$ cat config.mk
export PLATFORM = sky130hd
export DESIGN_NAME = seq_detect_ctrl_flat
export DESIGN_NICKNAME = d
export VERILOG_FILES = /design/src/rtl/seq_detect_ctrl_if.sv /design/src/rtl/seq_detect_ctrl.sv /design/src/flat_wrapper.sv
export SDC_FILE = /design/constraint.sdc
export NUM_CORES = 1
export LEC_CHECK = 0
export ABC_AREA = 1
export CAP_MARGIN = 25
export CORE_MARGIN = 2
export CORE_UTILIZATION = 34
export CTS_CLUSTER_DIAMETER = 150
export DETAILED_ROUTE_END_ITERATION = 6
export GPL_ROUTABILITY_DRIVEN = 0
export PLACE_DENSITY = 0.61
export SLEW_MARGIN = 30
export SYNTH_ARGS = -nofsm -noshare
export SYNTH_HDL_FRONTEND = slang
export SYNTH_SLANG_ARGS = --single-unit
export TNS_END_PERCENT = 1
$ cat constraint.sdc
create_clock -name clk -period 3 [get_ports clk]
set_clock_uncertainty 0.15 [all_clocks]
set_input_delay 0.3 -clock clk [delete_from_list [all_inputs] [get_ports clk]]
set_output_delay 0.3 -clock clk [all_outputs]
set_load 0.02 [all_outputs]
$ cat src/rtl/seq_detect_ctrl_if.sv
// Purpose  : bundles the host config/control, serial input and status signals of seq_detect_ctrl.
// Latency  : none (pure wiring); timing is defined by seq_detect_ctrl.
// Backpress: none; x is sampled whenever x_valid is high, and writes outside IDLE are rejected.
// Ports    : master = host side (drives cfg_*, start, stop, x_valid, x; observes status).
//            slave  = detector side (observes host signals; drives cfg_err, match, match_count, busy, done).
interface seq_detect_ctrl_if #(
   parameter int PAT_W = 4,
   parameter int CNT_W = 8,
   parameter int LEN_W = $clog2(PAT_W) + 1
);

   // host configuration
   logic             cfg_we;
   logic [PAT_W-1:0] cfg_pattern;
   logic [LEN_W-1:0] cfg_len;
   logic             cfg_overlap;
   logic [CNT_W-1:0] cfg_target;
   logic             cfg_err;

   // run control
   logic             start;
   logic             stop;

   // serial data
   logic             x_valid;
   logic             x;

   // status
   logic             match;
   logic [CNT_W-1:0] match_count;
   logic             busy;
   logic             done;

   modport master (
      output cfg_we, cfg_pattern, cfg_len, cfg_overlap, cfg_target,
      output start, stop, x_valid, x,
      input  cfg_err, match, match_count, busy, done
   );

   modport slave (
      input  cfg_we, cfg_pattern, cfg_len, cfg_overlap, cfg_target,
      input  start, stop, x_valid, x,
      output cfg_err, match, match_count, busy, done
   );

endinterface

$ cat src/rtl/seq_detect_ctrl.sv
// Purpose  : run-time programmable serial bit-pattern detector with IDLE/RUN/DONE sequencing and a match counter.
// Latency  : match is combinational in the cycle of the last pattern bit; match_count/busy/done/cfg_err one cycle later.
// Backpress: none; x is consumed whenever x_valid is high in RUN, ignored otherwise; config writes outside IDLE pulse cfg_err.
// Ports    : clk, rst_n (async active-low) plain; bus (seq_detect_ctrl_if.slave) carries
//            cfg_we/cfg_pattern/cfg_len/cfg_overlap/cfg_target/cfg_err, start/stop, x_valid/x,
//            match/match_count/busy/done.
module seq_detect_ctrl #(
   parameter int PAT_W = 4,
   parameter int CNT_W = 8
) (
   input  logic             clk,
   input  logic             rst_n,
   seq_detect_ctrl_if.slave bus
);

   localparam int LEN_W = $clog2(PAT_W) + 1;

   typedef enum logic [1:0] {
      ST_IDLE = 2'd0,
      ST_RUN  = 2'd1,
      ST_DONE = 2'd2
   } state_e;

   // ------------------------------------------------------------------
   // State
   // ------------------------------------------------------------------
   state_e           state_q,     state_d;
   logic [PAT_W-2:0] hist_q,      hist_d;      // last PAT_W-1 accepted bits, newest in [0]
   logic [LEN_W-1:0] fill_q,      fill_d;      // accepted bits usable by the next match, capped at len
   logic [CNT_W-1:0] cnt_q,       cnt_d;
   logic             cfg_err_q,   cfg_err_d;

   logic [PAT_W-1:0] pattern_q,   pattern_d;
   logic [LEN_W-1:0] len_q,       len_d;
   logic             overlap_q,   overlap_d;
   logic [CNT_W-1:0] target_q,    target_d;

   // ------------------------------------------------------------------
   // Combinational helpers
   // ------------------------------------------------------------------
   logic             busy_c;
   logic [PAT_W-1:0] win;
   logic [PAT_W-1:0] len_mask;
   logic             fill_ok;
   logic             pat_hit;
   logic             match_c;
   logic             cfg_len_ok;
   logic [CNT_W-1:0] cnt_inc;

   always_comb begin
      busy_c = (state_q == ST_RUN);

      // Candidate window: history plus the bit arriving this cycle.
      win = {hist_q, bus.x};

      // Only the low len bits of window and pattern take part in the compare.
      len_mask = '0;
      for (int i = 0; i < PAT_W; i++) begin
         len_mask[i] = (i < int'(len_q));
      end

      // fill >= len-1, written as fill+1 >= len so len=1 cannot underflow.
      fill_ok = (({1'b0, fill_q} + (LEN_W+1)'(1)) >= {1'b0, len_q});
      pat_hit = (((win ^ pattern_q) & len_mask) == '0);
      match_c = busy_c & bus.x_valid & fill_ok & pat_hit;

      cfg_len_ok = (bus.cfg_len != '0) && (bus.cfg_len <= LEN_W'(PAT_W));

      // Saturating increment.
      cnt_inc = (cnt_q == {CNT_W{1'b1}}) ? cnt_q : cnt_q + CNT_W'(1);
   end

   // ------------------------------------------------------------------
   // Next-state logic
   // ------------------------------------------------------------------
   always_comb begin
      state_d   = state_q;
      hist_d    = hist_q;
      fill_d    = fill_q;
      cnt_d     = cnt_q;
      cfg_err_d = 1'b0;
      pattern_d = pattern_q;
      len_d     = len_q;
      overlap_d = overlap_q;
      target_d  = target_q;

      // Config port: only IDLE accepts a write, and only with a legal length.
      if (bus.cfg_we) begin
         if ((state_q == ST_IDLE) && cfg_len_ok) begin
            pattern_d = bus.cfg_pattern;
            len_d     = bus.cfg_len;
            overlap_d = bus.cfg_overlap;
            target_d  = bus.cfg_target;
         end else begin
            cfg_err_d = 1'b1;
         end
      end

      // Serial datapath, active only while running on a valid bit.
      if (busy_c && bus.x_valid) begin
         hist_d = win[PAT_W-2:0];
         if (match_c && !overlap_q) begin
            // Non-overlapping: the next match needs len fresh bits.
            fill_d = '0;
         end else if (fill_q < len_q) begin
            fill_d = fill_q + LEN_W'(1);
         end else begin
            fill_d = len_q;
         end
         if (match_c) begin
            cnt_d = cnt_inc;
         end
      end

      // Sequencing; stop always has priority over start.
      unique case (state_q)
         ST_IDLE: begin
            if (bus.start && !bus.stop) begin
               state_d = ST_RUN;
               hist_d  = '0;
               fill_d  = '0;
               cnt_d   = '0;
            end
         end
         ST_RUN: begin
            // A match coinciding with stop has already been counted above.
            if (bus.stop) begin
               state_d = ST_IDLE;
            end else if (match_c && (target_q != '0) && (cnt_d == target_q)) begin
               state_d = ST_DONE;
            end
         end
         ST_DONE: begin
            if (bus.stop) begin
               state_d = ST_IDLE;
            end else if (bus.start) begin
               state_d = ST_RUN;
               hist_d  = '0;
               fill_d  = '0;
               cnt_d   = '0;
            end
         end
         default: begin
            state_d = ST_IDLE;
         end
      endcase
   end

   // ------------------------------------------------------------------
   // Registers
   // ------------------------------------------------------------------
   always_ff @(posedge clk or negedge rst_n) begin
      if (!rst_n) begin
         state_q   <= ST_IDLE;
         hist_q    <= '0;
         fill_q    <= '0;
         cnt_q     <= '0;
         cfg_err_q <= 1'b0;
         pattern_q <= '0;
         len_q     <= LEN_W'(PAT_W);
         overlap_q <= 1'b1;
         target_q  <= '0;
      end else begin
         state_q   <= state_d;
         hist_q    <= hist_d;
         fill_q    <= fill_d;
         cnt_q     <= cnt_d;
         cfg_err_q <= cfg_err_d;
         pattern_q <= pattern_d;
         len_q     <= len_d;
         overlap_q <= overlap_d;
         target_q  <= target_d;
      end
   end

   // ------------------------------------------------------------------
   // Outputs
   // ------------------------------------------------------------------
   assign bus.match       = match_c;
   assign bus.match_count = cnt_q;
   assign bus.busy        = busy_c;
   assign bus.done        = (state_q == ST_DONE);
   assign bus.cfg_err     = cfg_err_q;

endmodule

$ cat src/flat_wrapper.sv
// flat-port wrapper written by rule: the top's interface ports become plain ports
module seq_detect_ctrl_flat 
#(
   parameter int PAT_W = 4,
   parameter int CNT_W = 8
)
  (clk, rst_n, bus_cfg_we, bus_cfg_pattern, bus_cfg_len, bus_cfg_overlap, bus_cfg_target, bus_start, bus_stop, bus_x_valid, bus_x, bus_cfg_err, bus_match, bus_match_count, bus_busy, bus_done);
  seq_detect_ctrl_if #(.PAT_W(PAT_W), .CNT_W(CNT_W)) bus_i ();
  input  logic clk;
  input  logic rst_n;
  input wire logic [$bits(bus_i.cfg_we)-1:0] bus_cfg_we;
  input wire logic [$bits(bus_i.cfg_pattern)-1:0] bus_cfg_pattern;
  input wire logic [$bits(bus_i.cfg_len)-1:0] bus_cfg_len;
  input wire logic [$bits(bus_i.cfg_overlap)-1:0] bus_cfg_overlap;
  input wire logic [$bits(bus_i.cfg_target)-1:0] bus_cfg_target;
  input wire logic [$bits(bus_i.start)-1:0] bus_start;
  input wire logic [$bits(bus_i.stop)-1:0] bus_stop;
  input wire logic [$bits(bus_i.x_valid)-1:0] bus_x_valid;
  input wire logic [$bits(bus_i.x)-1:0] bus_x;
  output wire logic [$bits(bus_i.cfg_err)-1:0] bus_cfg_err;
  output wire logic [$bits(bus_i.match)-1:0] bus_match;
  output wire logic [$bits(bus_i.match_count)-1:0] bus_match_count;
  output wire logic [$bits(bus_i.busy)-1:0] bus_busy;
  output wire logic [$bits(bus_i.done)-1:0] bus_done;
  assign bus_i.cfg_we = bus_cfg_we;
  assign bus_i.cfg_pattern = bus_cfg_pattern;
  assign bus_i.cfg_len = bus_cfg_len;
  assign bus_i.cfg_overlap = bus_cfg_overlap;
  assign bus_i.cfg_target = bus_cfg_target;
  assign bus_i.start = bus_start;
  assign bus_i.stop = bus_stop;
  assign bus_i.x_valid = bus_x_valid;
  assign bus_i.x = bus_x;
  assign bus_cfg_err = bus_i.cfg_err;
  assign bus_match = bus_i.match;
  assign bus_match_count = bus_i.match_count;
  assign bus_busy = bus_i.busy;
  assign bus_done = bus_i.done;
  seq_detect_ctrl #(.PAT_W(PAT_W), .CNT_W(CNT_W)) u_core (.clk(clk), .rst_n(rst_n), .bus(bus_i));
endmodule
==> results.cfg <==
[cells_and_area]
stdcell_count = 398
fill_cells = 617
syn2layout_area_growth_pct = 26.8
drive_gt1_share_pct = 8.67
diodes = 0
design_area_sq_um = 2600
fin_nets = 353
multi_input_area_sq_um = 1030
ff_latch_area_sq_um = 828

[synth]
yosysTopAreaCell = dfrtp_1
synth_top_area_share_pct = 37.8
yosys_warnings = 0
ys_seq_area_share_pct = 40.4
syn_avg_cell_area_sq_um = 7.27
synthTopCellsByArea = dfrtp_1, nand2_1, inv_1
yosys_register_bits = 33
yosysUniqueCellTypes = 26
mappedNetlistArea_sq_um = 2050
syn_inst = 282
syn_nets = 313

[floorplan]
rows = 28
die_h_um = 81.7
die-area_sq_um = 6670
core_sq_um = 5890
die_w_um = 81.7
start_util_pct = 34.8
io_pins = 35

[critical_path]
path_depth = 9
slowest_delay_ns = 0.44
path_buf_inv = 2
critPathTopFamily = adder cells
crit_slowest_cell = dfrtp_1
ff2ff_path_depth = 16
critical_path.cell_chain = ha_1, ha_1, nand2_1, nand2_1, nand2_1, a21oi_4, nand2_2, clkinv_1, dlygate4sd2_1
crit_start = u_core.fill_q[0]$_DFF_PN0_
crit_type = flip-flop to output pin
endpoint_kind = output pin
r2r_end = u_core.state_q[0]$_DFFE_PN0P_
endpoint = bus_match
start_kind = flip-flop
required_ns = 2.55
critPathMaxFanout = 11
crit_top_cell = nand2_1
r2r_setup_slack_ns = 0.29
critPathArrivalTime_ns = 2.40
r2r_start = u_core.fill_q[0]$_DFF_PN0_

[cts]
cts_buffers = 5
cts_tree = yes
root_buffer = clkbuf_8
clock_latency_ns = 0.29
cts.clk_slew.worst_paths_ns = 0.07
cts_buffer_depth = 2
htree_levels = 2
clkSinkCount = 33

[power]
leakage_nw = 1.30
powerDensity_nw_per_um2 = 739
power_mw = 1.92
vdd_drop_max_mv = 0.327

[sta]
slew_headroom_pct = 58.3
tightest_slew_ns = 0.620
min_period_over_period_pct = 95.0
drv_slew = 0
rsz0062_at_grt = false
min_period_ns = 2.85
whs_ns = 0.276
tns_ns = 0
hold_viol_final = 0
clock.fmax_mhz = 351
setup_viol_count_final = 0

[placed_design]
dp_hpwl_mm = 3.46
place.port_buffers = 34
dpl_cell_area_sq_um = 2480
dp_cells = 390

[route]
first_iter_violations = 65
drt_wl_total_mm = 4.51
drcViolationCount = 0
firstDrtPassIters = 4
viasPerCell = 4.64
num_vias = 1847
wl_per_cell_um = 11.3
ant_nets = 0

[global_route]
grt_max_degree = 34
grt_overflow = 0
grt_pass1_vias = 1782
grt_usage_pct = 15.0
antenna_found_initial = 0
grt_pass1_wl_mm = 7.76

[min_path]
hp-class = input pin to asynchronous set/reset pin

[outcome]
status = complete, no violations

[flow_run]
maxCapViolCount = 0
[per-layer routing]
metal  wire, um  global-route usage [%]  up-vias
met3        192                    3.52        5
met1       2060                    18.4      840
met2       2220                    26.4       35
met5          0                       0        -
met4         43                    4.00        0
li1           -                       -      967
[what timing repair did]
action	in CTS	in global routing
buffers inserted	0	0
resized for setup	1	0
hold buffers	0	0
endpoints found under the setup margin	1	0
[final cells by class]
type | instances | area share (%)
Clock buffer | 7 | 3.32
Clock inverter | 1 | 1.15
Inverter | 44 | 6.35
Multi-Input combinational cell | 201 | 39.8
Sequential cell | 33 | 31.9
Tap cell | 75 | 3.61
Timing Repair Buffer | 37 | 13.9
[through the flow]
stage               worst slack [ns]  util, %
floorplan                      0.603        -
global placement               0.276     42.2
detailed placement             0.183     42.2
CTS                            0.135     44.2
global route                 0.00422     44.2
finish                         0.151     44.2
[cell families after synthesis]
| family | count (synthesis) | share of synthesized area [%] |
|---|---|---|
| fa+ha+maj | 8 | 4.88 |
| compound gates | 39 | 10.4 |
| flops | 33 | 40.4 |
| xor+xnor | 5 | 2.14 |
| mux | 5 | 2.75 |
| simple gates | 144 | 30.3 |
| buf+inv | 48 | 9.15 |
[worst min-delay path by stage]
| stage | startpoint | to | slack, ns | cells past startpoint |
|---|---|---|---|---|
| floorplan | rst_n | u_core.bus.cfg_err$_DFF_PN0_ | -0.15 | 0 |
| global placement | u_core.len_q[1]$_DFFE_PN0P_ | u_core.len_q[1]$_DFFE_PN0P_ | 0.37 | 2 |
| detailed placement | u_core.pattern_q[1]$_DFFE_PN0P_ | u_core.pattern_q[1]$_DFFE_PN0P_ | 0.38 | 2 |
| CTS | rst_n | u_core.bus.match_count[3]$_DFF_PN0_ | 0.28 | 2 |
| global route | rst_n | u_core.bus.match_count[3]$_DFF_PN0_ | 0.31 | 2 |
| finish | rst_n | u_core.pattern_q[3]$_DFFE_PN0P_ | 0.28 | 2 |
[worst register-to-register path, cell delays in order, from the launching register on]
cell	delay (ns)
dfrtp_1	0.44
ha_1	0.33
ha_1	0.28
nand2_1	0.05
nand2_1	0.05
nand2_1	0.08
a21oi_4	0.21
nand2_2	0.19
clkinv_1	0.14
nand2_1	0.06
nand2_1	0.09
xor2_1	0.15
nand2_1	0.08
nor2_2	0.14
nand2_1	0.06
nand2_1	0.05
nand2_1	0.04
[state kept, by name (all words and copies together), names as in the netlist]
| name | cells |
|---|---|
| u_core.state_q | 2 |
| u_core.hist_q | 3 |
| u_core.fill_q | 3 |
| u_core.overlap_q | 1 |
| u_core.pattern_q | 4 |
| u_core.target_q | 8 |
| u_core.len_q | 3 |
| u_core.bus.cfg_err | 1 |
| u_core.bus.match_count | 8 |
[layout by cell type (no fill, tap or decap), types with 6 or more instances in the layout]
| master | n |
|---|---|
| nand2_1 | 74 |
| inv_1 | 42 |
| nor2_1 | 36 |
| clkdlybuf4s50_1 | 33 |
| dfrtp_1 | 31 |
| o21ai_0 | 20 |
| nand3_1 | 17 |
| a21oi_1 | 16 |
| ha_1 | 8 |
| clkbuf_8 | 6 |
[cell usage after synthesis, drive strengths merged]
master / n
dfrtp: 31
nand3b: 3
nand2: 80
clkinv: 1
a311oi: 1
nor2: 39
o21ai: 20
xor2: 5
a21oi: 17
nand4: 2
ha: 8
nor3: 1
nand3: 17
inv: 43
clkbuf: 3
mux2: 5
nor4: 2
buf: 1
dfstp: 2
o211ai: 1
[report_power, final]
| group | total, mW | switching, mW | internal, mW |
|---|---|---|---|
| logic | 0.803 | 0.468 | 0.335 |
| registers | 0.684 | 0.119 | 0.565 |
| clock network | 0.433 | 0.162 | 0.271 |
(Power assumes the default switching activity.)
